[config.mk]
export PLATFORM = sky130hd
export DESIGN_NAME = lfsr_scrambler_flat
export DESIGN_NICKNAME = d
export VERILOG_FILES = /design/src/rtl/lfsr_scrambler_if.sv /design/src/rtl/lfsr_scrambler.sv /design/src/flat_wrapper.sv
export SDC_FILE = /design/constraint.sdc
export NUM_CORES = 1
export LEC_CHECK = 0
export CAP_MARGIN = 20
export CORE_UTILIZATION = 40
export DETAILED_ROUTE_END_ITERATION = 10
export PLACE_DENSITY = 0.73
export SETUP_SLACK_MARGIN = 0.02
export SLEW_MARGIN = 40
export SYNTH_ARGS = -nofsm -noshare
export SYNTH_HDL_FRONTEND = slang
export SYNTH_SLANG_ARGS = --single-unit
[constraint.sdc]
create_clock -name aclk -period 3.8 [get_ports aclk]
set_input_delay 0.57 -clock aclk [delete_from_list [all_inputs] [get_ports aclk]]
set_output_delay 0.57 -clock aclk [all_outputs]
set_load 0.03 [all_outputs]
[src/rtl/lfsr_scrambler_if.sv]
// AXI-Stream bundle for lfsr_scrambler: data, sideband, frame end and handshake.
interface lfsr_scrambler_if #(
  parameter int unsigned WIDTH      = 32,
  parameter int unsigned USER_WIDTH = 4
);
  logic [WIDTH-1:0]      tdata;
  logic [USER_WIDTH-1:0] tuser;
  logic                  tvalid;
  logic                  tready;
  logic                  tlast;

  modport master (output tdata, tuser, tvalid, tlast, input  tready);
  modport slave  (input  tdata, tuser, tvalid, tlast, output tready);
endinterface

[src/rtl/lfsr_scrambler.sv]
// Additive AXI-Stream scrambler/descrambler: Fibonacci LFSR keystream with seed load,
// per-frame reseed, per-beat bypass, tail masking and a 2-entry registered-ready skid.
module lfsr_scrambler #(
  parameter int unsigned         WIDTH          = 32,
  parameter int unsigned         USER_WIDTH     = 4,
  parameter int unsigned         LFSR_LEN       = 7,
  parameter logic [LFSR_LEN-1:0] POLY           = 7'b1001000,
  parameter logic [LFSR_LEN-1:0] SEED           = {LFSR_LEN{1'b1}},
  parameter bit                  RESEED_ON_LAST = 1'b1,
  parameter int unsigned         TAIL_BITS      = 7
) (
  input  logic                aclk,
  input  logic                aresetn,
  lfsr_scrambler_if.slave     s_axis,
  lfsr_scrambler_if.master    m_axis,
  input  logic [LFSR_LEN-1:0] cfg_seed,
  input  logic                cfg_seed_load,
  input  logic                cfg_bypass
);

  function automatic logic [WIDTH-1:0] tail_mask_f();
    logic [WIDTH-1:0] m;
    m = '0;
    for (int unsigned i = 0; i < WIDTH; i++) m[i] = (i + TAIL_BITS >= WIDTH);
    return m;
  endfunction

  localparam logic [WIDTH-1:0] TAIL_MASK = tail_mask_f();

  typedef enum logic [1:0] {ST_EMPTY, ST_ONE, ST_FULL} occ_e;

  occ_e                  state_q, state_d;
  logic                  ready_q;
  logic [LFSR_LEN-1:0]   lfsr_q, lfsr_d;
  logic [WIDTH-1:0]      out_data_q, skid_data_q;
  logic [USER_WIDTH-1:0] out_user_q, skid_user_q;
  logic                  out_last_q, skid_last_q;

  logic                      accept, take;
  logic                      load_out, load_skid, skid_to_out;
  logic [LFSR_LEN+WIDTH-1:0] seq;
  logic [WIDTH-1:0]          key, beat_data;

  assign accept = s_axis.tvalid & ready_q;
  assign take   = m_axis.tready & (state_q != ST_EMPTY);

  // seq holds the current state followed by WIDTH freshly generated sequence bits
  always_comb begin
    seq = '0;
    seq[LFSR_LEN-1:0] = lfsr_q;
    for (int unsigned j = LFSR_LEN; j < LFSR_LEN + WIDTH; j++) begin
      for (int unsigned t = 1; t <= LFSR_LEN; t++) begin
        if (POLY[t-1]) seq[j] = seq[j] ^ seq[j-t];
      end
    end
  end

  assign key = seq[LFSR_LEN +: WIDTH];

  always_comb begin
    beat_data = s_axis.tdata;
    if (!cfg_bypass) begin
      beat_data = s_axis.tdata ^ key;
      if (s_axis.tlast) beat_data = beat_data & ~TAIL_MASK;
    end
  end

  always_comb begin
    lfsr_d = lfsr_q;
    if (cfg_seed_load)                              lfsr_d = cfg_seed;
    else if (accept && s_axis.tlast && RESEED_ON_LAST) lfsr_d = cfg_seed;
    else if (accept && !cfg_bypass)                 lfsr_d = seq[WIDTH +: LFSR_LEN];
  end

  always_comb begin
    state_d     = state_q;
    load_out    = 1'b0;
    load_skid   = 1'b0;
    skid_to_out = 1'b0;
    unique case (state_q)
      ST_EMPTY: begin
        if (accept) begin
          load_out = 1'b1;
          state_d  = ST_ONE;
        end
      end
      ST_ONE: begin
        if (accept && take) begin
          load_out = 1'b1;
        end else if (accept) begin
          load_skid = 1'b1;
          state_d   = ST_FULL;
        end else if (take) begin
          state_d = ST_EMPTY;
        end
      end
      ST_FULL: begin
        if (take) begin
          skid_to_out = 1'b1;
          state_d     = ST_ONE;
        end
      end
      default: state_d = ST_EMPTY;
    endcase
  end

  always_ff @(posedge aclk) begin
    if (!aresetn) begin
      state_q <= ST_EMPTY;
      ready_q <= 1'b1;
      lfsr_q  <= SEED;
    end else begin
      state_q <= state_d;
      ready_q <= (state_d != ST_FULL);
      lfsr_q  <= lfsr_d;
    end
  end

  always_ff @(posedge aclk) begin
    if (!aresetn) begin
      out_data_q  <= '0;
      out_user_q  <= '0;
      out_last_q  <= 1'b0;
      skid_data_q <= '0;
      skid_user_q <= '0;
      skid_last_q <= 1'b0;
    end else begin
      if (load_out) begin
        out_data_q <= beat_data;
        out_user_q <= s_axis.tuser;
        out_last_q <= s_axis.tlast;
      end else if (skid_to_out) begin
        out_data_q <= skid_data_q;
        out_user_q <= skid_user_q;
        out_last_q <= skid_last_q;
      end
      if (load_skid) begin
        skid_data_q <= beat_data;
        skid_user_q <= s_axis.tuser;
        skid_last_q <= s_axis.tlast;
      end
    end
  end

  assign s_axis.tready = ready_q;
  assign m_axis.tvalid = (state_q != ST_EMPTY);
  assign m_axis.tdata  = out_data_q;
  assign m_axis.tuser  = out_user_q;
  assign m_axis.tlast  = out_last_q;

endmodule

[src/flat_wrapper.sv]
// flat-port wrapper written by rule: the top's interface ports become plain ports
module lfsr_scrambler_flat 
#(
  parameter int unsigned         WIDTH          = 32,
  parameter int unsigned         USER_WIDTH     = 4,
  parameter int unsigned         LFSR_LEN       = 7,
  parameter logic [LFSR_LEN-1:0] POLY           = 7'b1001000,
  parameter logic [LFSR_LEN-1:0] SEED           = {LFSR_LEN{1'b1}},
  parameter bit                  RESEED_ON_LAST = 1'b1,
  parameter int unsigned         TAIL_BITS      = 7
)
  (aclk, aresetn, cfg_seed, cfg_seed_load, cfg_bypass, s_axis_tdata, s_axis_tuser, s_axis_tvalid, s_axis_tlast, s_axis_tready, m_axis_tdata, m_axis_tuser, m_axis_tvalid, m_axis_tlast, m_axis_tready);
  lfsr_scrambler_if #(.WIDTH(WIDTH), .USER_WIDTH(USER_WIDTH)) s_axis_i ();
  lfsr_scrambler_if #(.WIDTH(WIDTH), .USER_WIDTH(USER_WIDTH)) m_axis_i ();
  input  logic aclk;
  input  logic aresetn;
  input  logic [LFSR_LEN-1:0] cfg_seed;
  input  logic cfg_seed_load;
  input  logic cfg_bypass;
  input wire logic [$bits(s_axis_i.tdata)-1:0] s_axis_tdata;
  input wire logic [$bits(s_axis_i.tuser)-1:0] s_axis_tuser;
  input wire logic [$bits(s_axis_i.tvalid)-1:0] s_axis_tvalid;
  input wire logic [$bits(s_axis_i.tlast)-1:0] s_axis_tlast;
  output wire logic [$bits(s_axis_i.tready)-1:0] s_axis_tready;
  output wire logic [$bits(m_axis_i.tdata)-1:0] m_axis_tdata;
  output wire logic [$bits(m_axis_i.tuser)-1:0] m_axis_tuser;
  output wire logic [$bits(m_axis_i.tvalid)-1:0] m_axis_tvalid;
  output wire logic [$bits(m_axis_i.tlast)-1:0] m_axis_tlast;
  input wire logic [$bits(m_axis_i.tready)-1:0] m_axis_tready;
  assign s_axis_i.tdata = s_axis_tdata;
  assign s_axis_i.tuser = s_axis_tuser;
  assign s_axis_i.tvalid = s_axis_tvalid;
  assign s_axis_i.tlast = s_axis_tlast;
  assign s_axis_tready = s_axis_i.tready;
  assign m_axis_tdata = m_axis_i.tdata;
  assign m_axis_tuser = m_axis_i.tuser;
  assign m_axis_tvalid = m_axis_i.tvalid;
  assign m_axis_tlast = m_axis_i.tlast;
  assign m_axis_i.tready = m_axis_tready;
  lfsr_scrambler #(.WIDTH(WIDTH), .USER_WIDTH(USER_WIDTH), .LFSR_LEN(LFSR_LEN), .POLY(POLY), .SEED(SEED), .RESEED_ON_LAST(RESEED_ON_LAST), .TAIL_BITS(TAIL_BITS)) u_core (.aclk(aclk), .aresetn(aresetn), .s_axis(s_axis_i), .m_axis(m_axis_i), .cfg_seed(cfg_seed), .cfg_seed_load(cfg_seed_load), .cfg_bypass(cfg_bypass));
endmodule
==> results_dict.tcl <==
set metrics [dict create \
    fin_skew_ns 0.00812 \
    numCtsBuffers 9 \
    p_per_area_nw_per_um2 436 \
    wl_mm 11.0 \
    dr.pass1.iters 4 \
    worst_setup_path_start_kind "flop" \
    drive_gt1_share_pct 6.89 \
    finalHoldViolations 0 \
    cp_slowest_cell "clkdlybuf4s50_1" \
    post_cts_buffers 0 \
    hpwl_mm 7.55 \
    setup_viol 0 \
    worst-setup-path-type "flop to primary output" \
    cts-resized-gates 0 \
    p_leak_nw 1.88 \
    worst_hold_path.num_cells 2 \
    tightest_slew_ns 0.716 \
    synth_nets 546 \
    numPortBuffers 88 \
    fmax_ghz 0.452 \
    multi_input_area_um2 2250 \
    critPathMaxStageDelay_ns 0.66 \
    row_count 36 \
    yosysSeqAreaShare_pct 40.8 \
    drv_cap 0 \
    finalPower_mw 2.29 \
    fin_cells 699 \
    htreeDepth 3 \
    ys_warn_count 0 \
    finalSetupTns_ns 0 \
    power_switching_uw 747 \
    dieArea_um2 10700 \
    clock-sinks 84 \
    crit_chain "or2_2, clkdlybuf4s50_1" \
    reg2reg_depth 5 \
    antenna_found_initial 0 \
    min_period_ns 2.21 \
    drc_errors 0 \
    synth-main-ff-cell "dfxtp_1" \
    cts_tree "built" \
    diodes 0 \
    insertion_delay_ns 0.36 \
    postRouteAntennaNets 0 \
    seqCellArea_um2 1680 \
    post-place-cells 683 \
    area_growth_pct 27.1 \
    slew_violations 0 \
    outcome "finished, final reports clean" \
    clk_path_buf_depth 2 \
    peakVddDrop_uv 208 \
    synthCells 496 \
    overflow 0 \
    grt_pass1_wl_mm 18.0 \
    drt_iter0_drc 171 \
    initial_core_util_pct 41.8 \
    relSlewSlack_pct 52.1 \
    hold_class "flop to flop" \
    core_um2 9860 \
    track_usage_pct 21.0 \
    root_buffer "clkbuf_8" \
    grt_pass1_vias 3716 \
    synth_edf_count 0 \
    grt_max_degree 60 \
    cp_max_fo 8 \
    pin_count 89 \
    gp_congestion 0.822 \
    wire_per_inst_um 15.8 \
    die-width_um 104 \
    synth_area_um2 4130 \
    pwr-share-clk_pct 28.3 \
    internal_power_mw 1.54 \
    routed_via_density 5.42 \
    critical_path_required_ns 3.23 \
    path_clk_slew_ns 0.08 \
    synth_area_per_cell_um2 8.32 \
    rsz0062_at_grt "false" \
    ys_types 44 \
    arrival_ns 1.64 \
    ys_ff_latch 84 \
    cts_hold_buf 0 \
    nFillCells 892 \
    nets 611 \
    p_seq_share_pct 44.0 \
    synthArstFlopShare_pct 0 \
    die_y_um 104 \
    end_kind "primary output" \
    switching_share_pct 32.6 \
    finalCritPeriodShare_pct 58.2 \
    via_count 3787 \
    p_comb_share_pct 27.7 \
]
[cell usage after synthesis (4+ instances only)]
cell type	n	area share [%]
o21a_1	4	0.73
mux2i_1	10	2.4
dfxtp_1	84	41
o21ai_1	4	0.49
or2_1	4	0.61
nor3_1	13	1.6
a211oi_1	6	1.1
nor2_1	56	5.1
nand2_1	68	6.2
xor2_1	7	1.5
xnor2_2	4	1.6
buf_1	4	0.36
buf_2	7	0.85
buf_4	5	0.91
nand3_1	7	0.85
a22oi_1	21	3.8
xnor2_1	34	7.2
and2_1	4	0.61
o21ai_0	24	2.9
o22ai_1	9	1.4
a21oi_1	49	5.9
clkbuf_1	24	2.2
a311oi_1	6	1.3
a221oi_1	11	2.3
[path summary, 6_finish.rpt]
path | from | to | slack (ns)
setup / recovery | u_core.state_q[1] | m_axis_tvalid | 1.59
hold / removal | u_core.skid_user_q[1] | u_core.skid_user_q[1] | 0.47
setup reg to reg | u_core.lfsr_q[3] | u_core.m_axis.tdata[17] | 1.70
hold reg to reg | u_core.skid_user_q[1] | u_core.skid_user_q[1] | 0.47
[logic make-up (layout without fill, tap and decap cells)]
| family | Yosys count | in the layout | share of synthesized area, % |
|---|---|---|---|
| xor+xnor | 51 | 51 | 13.2 |
| buf+inv | 44 | 114 | 4.85 |
| simple gates | 165 | 165 | 16.9 |
| mux | 11 | 11 | 2.70 |
| flops | 84 | 84 | 40.8 |
| compound gates | 141 | 141 | 21.6 |
[per-layer routing]
layer	global-route usage (%)	vias up	wire [um]
met3	4.47	20	649
met5	0	-	0
met1	26.7	1785	4810
met2	34.9	135	5290
li1	-	1847	-
met4	7.87	0	267
[flip-flops by register name, indices dropped and copies added, names as in the netlist]
signal and flops:
u_core.skid_last_q 1, u_core.m_axis.tuser 4, u_core.lfsr_q 7, u_core.state_q 2, u_core.skid_user_q 4, u_core.skid_data_q 32
u_core.m_axis.tlast 1, u_core.s_axis.tready 1, u_core.m_axis.tdata 32
[metrics by stage]
stage	util [%]	instance area (um2)	worst slack [ns]	hold WS, ns
6_report	53.2	5250	1.59	0.465
5_1_grt	53.2	5250	1.42	0.490
4_1_cts	53.2	5250	1.58	0.462
2_1_floorplan	-	4130	1.96	0.437
3_3_place_gp	51.2	5050	1.32	0.443
3_5_place_dp	51.2	5050	1.25	0.450
[layout by cell type (no fill, tap or decap), types with 2 or more instances in the layout]
cell	instances
a21oi_1	49
mux2i_1	10
xor2_1	7
o21a_1	4
inv_1	2
xnor3_1	2
nor2b_1	3
o21ai_1	4
nand2_1	68
o21ai_0	24
xnor2_1	34
nor3_1	12
or2_2	3
a211oi_1	6
inv_6	2
and2_1	3
dfxtp_1	84
clkdlybuf4s50_1	88
buf_4	7
or2_1	4
a221oi_1	11
clkbuf_8	9
xnor2_2	4
nand3_1	7
a311oi_1	6
o22ai_1	9
xor2_2	3
nor2_1	55
clkinv_2	2
a22oi_1	21
or3_1	2
and3_1	3
[cell type report]
cell class                      count  share of cell area, %
Clock buffer                        9                   2.36
Timing Repair Buffer               95                   17.8
Tap cell                          133                   3.17
Sequential cell                    84                   32.1
Inverter                            3                  0.262
Multi-Input combinational cell    368                   43.0
Clock inverter                      7                   1.41
[power groups by stage]
| stage | logic, mW | clock network [mW] | registers (mW) |
|---|---|---|---|
| after global placement | 0.619 | 0 | 1.02 |
| after floorplan | 0.363 | 0 | 1.08 |
| after CTS | 0.634 | 0.655 | 1.01 |
| after detailed placement | 0.631 | 0 | 1.03 |
| final | 0.634 | 0.648 | 1.01 |
| after global routing | 0.688 | 0.692 | 1.01 |
[critical path: cells and delay by family (launching register included)]
| kind | cells | cell delay (ns) |
|---|---|---|
| AND/OR/NAND/NOR | 1 | 0.16 |
| flip-flops | 1 | 0.46 |
| buffers and inverters | 1 | 0.66 |
Note: power is estimated with default switching activity, not from simulation.
